<file path="config.mk">
export PLATFORM = sky130hd
export DESIGN_NAME = avalon_packetizer_flat
export DESIGN_NICKNAME = d
export VERILOG_FILES = /design/src/rtl/avalon_packetizer_if.sv /design/src/rtl/avalon_packetizer.sv /design/src/flat_wrapper.sv
export SDC_FILE = /design/constraint.sdc
export NUM_CORES = 1
export LEC_CHECK = 0
export ABC_AREA = 0
export CAP_MARGIN = 20
export CORE_MARGIN = 1.5
export CORE_UTILIZATION = 38
export CTS_CLUSTER_DIAMETER = 120
export CTS_CLUSTER_SIZE = 25
export DETAILED_ROUTE_END_ITERATION = 10
export GPL_TIMING_DRIVEN = 0
export PLACE_DENSITY = 0.77
export SLEW_MARGIN = 10
export SYNTH_ARGS = -nofsm -noshare
export SYNTH_HDL_FRONTEND = slang
export SYNTH_SLANG_ARGS = --single-unit
</file>
<file path="constraint.sdc">
create_clock -name clk -period 1.87 [get_ports clk]
set_input_delay 0.4675 -clock clk [delete_from_list [all_inputs] [get_ports clk]]
set_output_delay 0.4675 -clock clk [all_outputs]
set_load 0.01 [all_outputs]
</file>
<file path="src/rtl/avalon_packetizer_if.sv">
// Avalon-ST message interface: framed data with sop/eop/empty and sink backpressure.
// The source drives data, valid, sop, eop and empty; the sink drives rdy.
interface avalon_st_if #(
    parameter int DATA_WIDTH_IN_BYTES = 16
);
    localparam int EMPTY_W = (DATA_WIDTH_IN_BYTES > 1) ? $clog2(DATA_WIDTH_IN_BYTES) : 1;

    logic [DATA_WIDTH_IN_BYTES*8-1:0] data;
    logic                             valid;
    logic                             sop;
    logic                             eop;
    logic [EMPTY_W-1:0]               empty;
    logic                             rdy;

    modport master (
        output data,
        output valid,
        output sop,
        output eop,
        output empty,
        input  rdy
    );

    modport slave (
        input  data,
        input  valid,
        input  sop,
        input  eop,
        input  empty,
        output rdy
    );
endinterface

</file>
<file path="src/rtl/avalon_packetizer.sv">
// Transmit-side Avalon-ST framer: turns a byte-length command plus raw payload words
// into sop/eop/empty framed messages, with the unused bytes of the last beat zeroed.
module avalon_packetizer #(
    parameter  int DATA_WIDTH_IN_BYTES = 16,
    parameter  int MAX_MSG_BYTES       = 4096,
    localparam int LEN_W   = ((MAX_MSG_BYTES + 1) > 1) ? $clog2(MAX_MSG_BYTES + 1) : 1,
    localparam int EMPTY_W = (DATA_WIDTH_IN_BYTES > 1) ? $clog2(DATA_WIDTH_IN_BYTES) : 1
) (
    input  logic                             clk,
    input  logic                             rst,
    input  logic                             cmd_valid,
    input  logic [LEN_W-1:0]                 cmd_len,
    output logic                             cmd_rdy,
    input  logic [DATA_WIDTH_IN_BYTES*8-1:0] raw_data,
    input  logic                             raw_valid,
    output logic                             raw_rdy,
    avalon_st_if.master                      msg,
    output logic                             len_error
);

    localparam int W      = DATA_WIDTH_IN_BYTES;
    localparam int DATA_W = W * 8;

    typedef enum logic {
        IDLE,
        IN_MSG
    } state_t;

    state_t             state_q,      state_d;
    logic [LEN_W-1:0]   words_left_q, words_left_d;
    logic [EMPTY_W-1:0] last_empty_q, last_empty_d;
    logic               first_q,      first_d;
    logic               len_error_q,  len_error_d;
    logic               awake_q;

    logic               valid_q, valid_d;
    logic               sop_q,   sop_d;
    logic               eop_q,   eop_d;
    logic [EMPTY_W-1:0] empty_q, empty_d;
    logic [DATA_W-1:0]  data_q,  data_d;

    logic               cmd_fire;
    logic               raw_fire;
    logic               len_illegal;
    logic               last_word;
    logic [LEN_W:0]     len_round;
    logic [LEN_W-1:0]   cmd_words;
    logic [EMPTY_W-1:0] cmd_empty;
    logic [EMPTY_W-1:0] load_empty;

    // Command decode: word count by round-up shift, empty bytes from the low length bits.
    always_comb begin
        len_illegal = (cmd_len == '0) || (cmd_len > LEN_W'(MAX_MSG_BYTES));
        len_round   = (LEN_W + 1)'(cmd_len) + (LEN_W + 1)'(W - 1);
        cmd_words   = LEN_W'(len_round >> EMPTY_W);
        if (W == 1) begin
            cmd_empty = '0;
        end else begin
            cmd_empty = EMPTY_W'(0) - cmd_len[EMPTY_W-1:0];
        end
    end

    // Handshakes: the output register may accept a new word when empty or draining.
    always_comb begin
        cmd_rdy   = awake_q && (state_q == IDLE);
        raw_rdy   = (state_q == IN_MSG) && (!valid_q || msg.rdy);
        cmd_fire  = cmd_valid && cmd_rdy;
        raw_fire  = raw_valid && raw_rdy;
        last_word = (words_left_q == LEN_W'(1));
    end

    always_comb begin
        state_d      = state_q;
        words_left_d = words_left_q;
        last_empty_d = last_empty_q;
        first_d      = first_q;
        len_error_d  = 1'b0;
        valid_d      = valid_q;
        sop_d        = sop_q;
        eop_d        = eop_q;
        empty_d      = empty_q;
        data_d       = data_q;
        load_empty   = '0;

        if (msg.rdy) begin
            valid_d = 1'b0;
        end

        case (state_q)
            IDLE: begin
                if (cmd_fire) begin
                    if (len_illegal) begin
                        len_error_d = 1'b1;
                    end else begin
                        words_left_d = cmd_words;
                        last_empty_d = cmd_empty;
                        first_d      = 1'b1;
                        state_d      = IN_MSG;
                    end
                end
            end

            IN_MSG: begin
                if (raw_fire) begin
                    load_empty   = last_word ? last_empty_q : '0;
                    valid_d      = 1'b1;
                    sop_d        = first_q;
                    eop_d        = last_word;
                    empty_d      = load_empty;
                    data_d       = raw_data;
                    for (int i = 0; i < W; i++) begin
                        if (i < int'(load_empty)) begin
                            data_d[i*8 +: 8] = 8'h00;
                        end
                    end
                    words_left_d = words_left_q - LEN_W'(1);
                    first_d      = 1'b0;
                    if (last_word) begin
                        state_d = IDLE;
                    end
                end
            end

            default: begin
                state_d = IDLE;
            end
        endcase
    end

    // awake_q holds cmd_rdy low until the first edge after reset release.
    always_ff @(posedge clk or negedge rst) begin
        if (!rst) begin
            state_q      <= IDLE;
            words_left_q <= '0;
            last_empty_q <= '0;
            first_q      <= 1'b0;
            len_error_q  <= 1'b0;
            awake_q      <= 1'b0;
            valid_q      <= 1'b0;
            sop_q        <= 1'b0;
            eop_q        <= 1'b0;
            empty_q      <= '0;
            data_q       <= '0;
        end else begin
            state_q      <= state_d;
            words_left_q <= words_left_d;
            last_empty_q <= last_empty_d;
            first_q      <= first_d;
            len_error_q  <= len_error_d;
            awake_q      <= 1'b1;
            valid_q      <= valid_d;
            sop_q        <= sop_d;
            eop_q        <= eop_d;
            empty_q      <= empty_d;
            data_q       <= data_d;
        end
    end

    assign msg.valid = valid_q;
    assign msg.sop   = sop_q;
    assign msg.eop   = eop_q;
    assign msg.empty = empty_q;
    assign msg.data  = data_q;
    assign len_error = len_error_q;

endmodule

</file>
<file path="src/flat_wrapper.sv">
// flat-port wrapper written by rule: the top's interface ports become plain ports
module avalon_packetizer_flat 
#(
    parameter  int DATA_WIDTH_IN_BYTES = 16,
    parameter  int MAX_MSG_BYTES       = 4096,
    localparam int LEN_W   = ((MAX_MSG_BYTES + 1) > 1) ? $clog2(MAX_MSG_BYTES + 1) : 1,
    localparam int EMPTY_W = (DATA_WIDTH_IN_BYTES > 1) ? $clog2(DATA_WIDTH_IN_BYTES) : 1
)
  (clk, rst, cmd_valid, cmd_len, cmd_rdy, raw_data, raw_valid, raw_rdy, len_error, msg_data, msg_valid, msg_sop, msg_eop, msg_empty, msg_rdy);
  avalon_st_if #(.DATA_WIDTH_IN_BYTES(DATA_WIDTH_IN_BYTES)) msg_i ();
  input  logic clk;
  input  logic rst;
  input  logic cmd_valid;
  input  logic [LEN_W-1:0] cmd_len;
  output logic cmd_rdy;
  input  logic [DATA_WIDTH_IN_BYTES*8-1:0] raw_data;
  input  logic raw_valid;
  output logic raw_rdy;
  output logic len_error;
  output wire logic [$bits(msg_i.data)-1:0] msg_data;
  output wire logic [$bits(msg_i.valid)-1:0] msg_valid;
  output wire logic [$bits(msg_i.sop)-1:0] msg_sop;
  output wire logic [$bits(msg_i.eop)-1:0] msg_eop;
  output wire logic [$bits(msg_i.empty)-1:0] msg_empty;
  input wire logic [$bits(msg_i.rdy)-1:0] msg_rdy;
  assign msg_data = msg_i.data;
  assign msg_valid = msg_i.valid;
  assign msg_sop = msg_i.sop;
  assign msg_eop = msg_i.eop;
  assign msg_empty = msg_i.empty;
  assign msg_i.rdy = msg_rdy;
  avalon_packetizer #(.DATA_WIDTH_IN_BYTES(DATA_WIDTH_IN_BYTES), .MAX_MSG_BYTES(MAX_MSG_BYTES)) u_core (.clk(clk), .rst(rst), .cmd_valid(cmd_valid), .cmd_len(cmd_len), .cmd_rdy(cmd_rdy), .raw_data(raw_data), .raw_valid(raw_valid), .raw_rdy(raw_rdy), .msg(msg_i), .len_error(len_error));
endmodule
</file>
Word-level counts from Yosys, hierarchy flattened
Index checks and enable logic that the tools add are counted.
- register bits: 156
- bits in latches: 0
- RAM bits: 0
- memory bits (read-only): 0
- input port bits: 146
- output and inout port bits: 138
- word-level logic and storage cells: 82
- memories: 0
- add/sub/neg operators: 3
- $mul: 0
- div/mod/pow operators: 0
- $lt $le $gt $ge: 16
- equality and inequality tests: 4
- shift operators: 0
- muxes and demuxes: 35
- bitwise gates (word level): 2
- reduce and logical (&&, ||, !) cells: 11
- operators by type and width (cell ; number):
    2-to-1 mux 8 bit ; 15
    2-to-1 mux 13 bit ; 3
    less-than comparator 4 bit (first input constant) ; 7
    one-hot mux 13 bit (2 select lines) ; 1
    less-than comparator 3 x 4 -> 1 bit (first input constant) ; 4
    adder 13 x 4 -> 14 bit (second input constant) ; 1
    equality test 13 x 1 -> 1 bit (second input constant) ; 1
    greater-than comparator 13 bit (second input constant) ; 1
    logical NOT 13 bit ; 1
    2-to-1 mux 1 bit ; 13
    subtractor 13 x 1 -> 13 bit (second input constant) ; 1
    less-than comparator 1 x 4 -> 1 bit (first input constant) ; 2
    less-than comparator 2 x 4 -> 1 bit (first input constant) ; 2
    AND reduction 3 bit ; 2
    logical AND 1 bit ; 4
    2-to-1 mux 4 bit ; 1
    != test 2 bit (second input constant) ; 2
    one-hot mux 1 bit (2 select lines) ; 2
    subtractor 1 x 4 -> 4 bit (first input constant) ; 1
    logical OR 1 bit ; 2
    != test 2 x 1 -> 1 bit (second input constant) ; 1
    NOT 1 bit ; 2
    AND reduction 2 bit ; 1
    logical NOT 1 bit ; 1

Longest topological paths before layout
- depth after elaboration: 6
- gate-level depth with buffers: 10

Worst setup path after synthesis
OpenSTA, ideal clock, no wires.
- kind: input port to flip-flop
- from: input cmd_len[0]
- to: register u_core.words_left_q[10]
- setup time: 0.078 ns
- data arrival time: 2.034 ns
- required time: 1.792 ns
- slack: -0.242 ns
- stages: 8
- cells stage by stage: inv_1 -> ha_1 -> or3b_1 -> clkbuf_1 -> nand2_1 -> nand4_2 -> or4_1 -> a21oi_1
- cells in the longest elaborated chain, start to end: 4
- elaborated cells on any way between the ends: 5
- ends and longest elaborated chain (what ; line ; source):
    start, declared ; flat_wrapper.sv:14 ; input logic [LEN_W-1:0] cmd_len;
    greater-than comparator 13 bit / logical NOT 13 bit (equally long branches) ; avalon_packetizer.sv:53 ; len_illegal = (cmd_len == '0) || (cmd_len > LEN_W'(MAX_MSG_BYTES));
    logical OR 1 bit * ; avalon_packetizer.sv:53 ;
    != test 2 bit (no source line) * ; -- ;
    AND reduction 3 bit (no source line) * ; -- ;
    end signal, assigned ; avalon_packetizer.sv:146 ; words_left_q <= words_left_d;
    end, declared ; avalon_packetizer.sv:30 ; logic [LEN_W-1:0] words_left_q, words_left_d;
Every way passes the cells marked *; elsewhere a longest branch is shown, timed or not.
A chain may end at the register's enable or synchronous reset.

Worst setup path after layout
- from: register u_core.words_left_q[9]
- to: register u_core.data_q[77], in the netlist u_core.msg.data[77]
- cells in the longest elaborated chain, start to end: 4
- ends and longest elaborated chain (what ; line ; source):
    equality test 13 x 1 -> 1 bit ; avalon_packetizer.sv:69 ; last_word = (words_left_q == LEN_W'(1));
    2-to-1 mux 4 bit ; avalon_packetizer.sv:105 ; load_empty = last_word ? last_empty_q : '0;
    less-than comparator 4 bit ; avalon_packetizer.sv:112 ; if (i < int'(load_empty)) begin
    2-to-1 mux 8 bit ; avalon_packetizer.sv:112 ;
    end signal, assigned ; avalon_packetizer.sv:155 ; data_q <= data_d;
    end, declared ; avalon_packetizer.sv:40 ; logic [DATA_W-1:0] data_q, data_d;
Every way passes these cells.

==> results.yml <==
synth:
  synthCells: 510
  yosys_most_used_dff: "sky130_fd_sc_hd__dfrtp_1"
  synth_seq_area_share_pct: 61.7
  area_of_the_mapped_netlist_um2: 6330
  synth_area_per_cell_um2: 12.4
  postSynthRegisterBits: 156
  synthesis.yosys.warnings: 0
  post_synth_edffs: 0
  synth_nets: 659
  async_reset_ff_share_pct: 100
  yosys.cell_types.count: 46
placement:
  finalWeightedCongestion: 0.912
  place_inst: 1014
  dp_hpwl_mm: 14.8
  port_buffers: 283
critical_path:
  critPathLaunchType: "flop"
  cp-end-kind: "flop"
  worst-endpoint-arrival_ns: 2.34
  ff_to_ff_setup_slack_ns: -0.18
  path_max_fanout: 8
  reg_to_reg_endpoint: "u_core.msg.data[77]"
  worstSetupPathType: "flop to flop"
  reg2regPathDepth: 7
  worst-endpoint-required_ns: 2.16
  regToRegStartpoint: "u_core.words_left_q[9]"
detailed_routing:
  num_vias: 5711
  drc_errors: 0
  drt_first_pass_iters: 4
  vias_per_cell: 5.39
  post_drt_wl_per_cell_um: 19.0
  drtIter0Drc: 229
  routed_wl_mm: 20.1
  antenna_violating_nets_post_route: 0
clocking:
  cts_tree: "yes"
  h-tree-depth: 4
  clk_pin_slew_ns: 0.06
  clock_latency_ns: 0.42
  cts_max_path_buffers: 2
  cts_hold_repair.buffers: 0
  cts-buffers-inserted: 17
  cts-root-buf: "sky130_fd_sc_hd__clkbuf_16"
  clock-sinks: 156
sta:
  relSlewSlack_pct: 64.1
  final.setup.worst_slack_ns: -0.178
  clock-skew-final_ns: 0.0115
  achievable-frequency_mhz: 488
  whs_ns: -0.00882
  final.period_utilization_pct: 109
  final.min_clock_period_ns: 2.05
  drv_slew: 0
  hold_viol: 2
  grt_setup_unrepaired: "yes"
  worst_slew_pin_slew_ns: 0.539
  report.final.setup_viol: 123
floorplan:
  initial_core_util_pct: 38.6
  floorplan.die.height_um: 132
  placement_rows: 47
  die_x_um: 132
  die_area_um2: 17400
  io-pin-count: 284
  coreArea_um2: 16400
grt:
  via_count_of_the_first_global_routing_pass: 5863
  largest_net_degree_at_the_start_of_global_routing: 88
  grt_first_pass_wirelength_mm: 31.7
  number_of_antenna_violations_at_the_first_check_in_global_routing: 0
  track_usage_pct: 23.1
  grt_remaining_overflow: 0
finish:
  area_delta_synth_final_pct: 66.9
  layoutNonFillerInstCount: 1060
  layout.nets: 976
  drive_above_1_share_pct: 15.2
  insertedDiodeCount: 0
power_and_ir_drop:
  report.power.total_mw: 16.0
  worst_ir_drop_vdd_mv: 0.752
  power_density_over_the_cells_nw_per_um2: 1510
  leakagePower_nw: 4.64
hold_path:
  worst_hold_path_type: "input port to async pin"
status:
  run_status: "finished with violations"
  failed_checks: "hold timing, setup timing"
flow_run:
  drv_cap: 0
==> layer usage <==
| metal | wire length, um | track usage (%) | part of all wire, % | vias to the layer above |
|---|---|---|---|---|
| met5 | 0 | 0 | 0 | - |
| met4 | 637 | 10.5 | 3.2 | 0 |
| met3 | 1170 | 5.46 | 5.8 | 48 |
| met2 | 10100 | 39.1 | 50 | 245 |
| met1 | 8200 | 28.0 | 41 | 2871 |
| li1 | - | - | - | 2547 |
==> through the flow <==
| step | TNS (ns) | setup WS [ns] | cell area (um^2) | util (%) |
|---|---|---|---|---|
| final | -14.04 | -0.178 | 10600 | 64.4 |
| after global placement | -1006.61 | -5.66 | 9520 | 58.0 |
| after CTS | -9.42 | -0.138 | 10500 | 63.7 |
| after detailed placement | -132.37 | -0.956 | 9550 | 58.2 |
| after floorplan | -0.246 | -0.103 | 6410 | - |
| after global routing | -22.31 | -0.245 | 10600 | 64.4 |
==> worst max path at each step <==
stage	slack, ns	from	end	cells past startpoint
2_1_floorplan	-0.10	cmd_len[1]	u_core.words_left_q[10]	8
3_3_place_gp	-5.66	rst	u_core.msg.data[18]	1
3_5_place_dp	-0.96	msg_rdy	u_core.msg.data[93]	7
4_1_cts	-0.14	u_core.words_left_q[9]	u_core.msg.data[77]	7
5_1_grt	-0.24	u_core.words_left_q[9]	u_core.msg.data[115]	6
6_report	-0.18	u_core.words_left_q[9]	u_core.msg.data[77]	7
==> layout by cell type, fill, tap and decap left out, types with 8 or more instances in the layout <==
| cell | Yosys | routed |
|---|---|---|
| sky130_fd_sc_hd__clkbuf_2 | 0 | 9 |
| sky130_fd_sc_hd__clkdlybuf4s50_1 | 0 | 263 |
| sky130_fd_sc_hd__nor2_1 | 11 | 9 |
| sky130_fd_sc_hd__a21o_1 | 8 | 8 |
| sky130_fd_sc_hd__dfrtp_1 | 156 | 155 |
| sky130_fd_sc_hd__a21oi_4 | 0 | 9 |
| sky130_fd_sc_hd__nand3_1 | 10 | 8 |
| sky130_fd_sc_hd__buf_2 | 6 | 8 |
| sky130_fd_sc_hd__a22o_1 | 123 | 123 |
| sky130_fd_sc_hd__buf_4 | 1 | 10 |
| sky130_fd_sc_hd__nand2_1 | 57 | 54 |
| sky130_fd_sc_hd__clkbuf_16 | 0 | 17 |
| sky130_fd_sc_hd__dlygate4sd2_1 | 0 | 11 |
==> power breakdown <==
part	internal, mW	switching, mW
logic	3.80	2.94
clock network	2.19	1.39
registers	4.72	0.938
==> kinds of logic (layout without fill, tap and decap cells) <==
logic type	after synthesis	after routing	synth area share, %
simple gates	127	127	10.1
xor+xnor	11	11	1.52
other cells	1	1	0.0592
buf+inv	33	363	2.13
compound gates	175	175	23.2
mux	4	4	0.712
fa+ha+maj	3	3	0.593
flops	156	156	61.7
==> cells in the mapped netlist, types with 4 or more instances <==
master                     number  area, um^2
sky130_fd_sc_hd__nand4_1        5        31.3
sky130_fd_sc_hd__mux2_2         4        45.0
sky130_fd_sc_hd__nand3_1       10        50.1
sky130_fd_sc_hd__clkbuf_1      19        71.3
sky130_fd_sc_hd__xnor2_1        7        61.3
sky130_fd_sc_hd__buf_2          6        30.0
sky130_fd_sc_hd__xor2_1         4        35.0
sky130_fd_sc_hd__nor2_1        11        41.3
sky130_fd_sc_hd__a21oi_2       10        87.6
sky130_fd_sc_hd__nand2b_1       6        37.5
sky130_fd_sc_hd__nor3_1         5        25.0
sky130_fd_sc_hd__nand2_1       57         214
sky130_fd_sc_hd__or3_1          7        43.8
sky130_fd_sc_hd__inv_1          5        18.8
sky130_fd_sc_hd__a21oi_1       11        55.1
sky130_fd_sc_hd__o21ai_0        9        45.0
sky130_fd_sc_hd__or2_2          4        25.0
sky130_fd_sc_hd__dfrtp_1      156        3900
sky130_fd_sc_hd__a21o_1         8        60.1
sky130_fd_sc_hd__a22o_1       123        1080
==> critical path: stages (launching register included) <==
cell and delay [ns]:
sky130_fd_sc_hd__dfrtp_1 0.39, sky130_fd_sc_hd__or4_4 0.58, sky130_fd_sc_hd__nor4_4 0.18, sky130_fd_sc_hd__and2_1 0.18, sky130_fd_sc_hd__buf_6 0.14, sky130_fd_sc_hd__buf_12 0.13, sky130_fd_sc_hd__a21oi_4 0.10, sky130_fd_sc_hd__a22o_1 0.22
==> flip-flops by register name, indices dropped and copies added, names as in the netlist <==
register,cells
u_core.words_left_q,13
u_core.msg.sop,1
u_core.msg.empty,4
u_core.first_q,1
u_core.msg.valid,1
u_core.last_empty_q,4
u_core.awake_q,1
u_core.msg.data,128
u_core.len_error,1
u_core.state_q,1
u_core.msg.eop,1
==> what timing repair did <==
item | 4_1_cts | 5_1_grt
endpoints found under the hold margin | 0 | 0
pin swaps | 8 | 15
cloned | 0 | 0
resized for setup | 75 | 23
setup buffers | 11 | 5
endpoints found under the setup margin | 156 | 143
==> cell type report <==
class	instances	area, um^2
Buffer	27	176
Clock buffer	20	457
Clock inverter	12	163
Fill cell	1250	5840
Inverter	5	36.3
Multi-Input combinational cell	321	2560
Sequential cell	156	3910
Tap cell	220	275
Timing Repair Buffer	299	2990
Note: power is estimated with default switching activity, not from simulation.
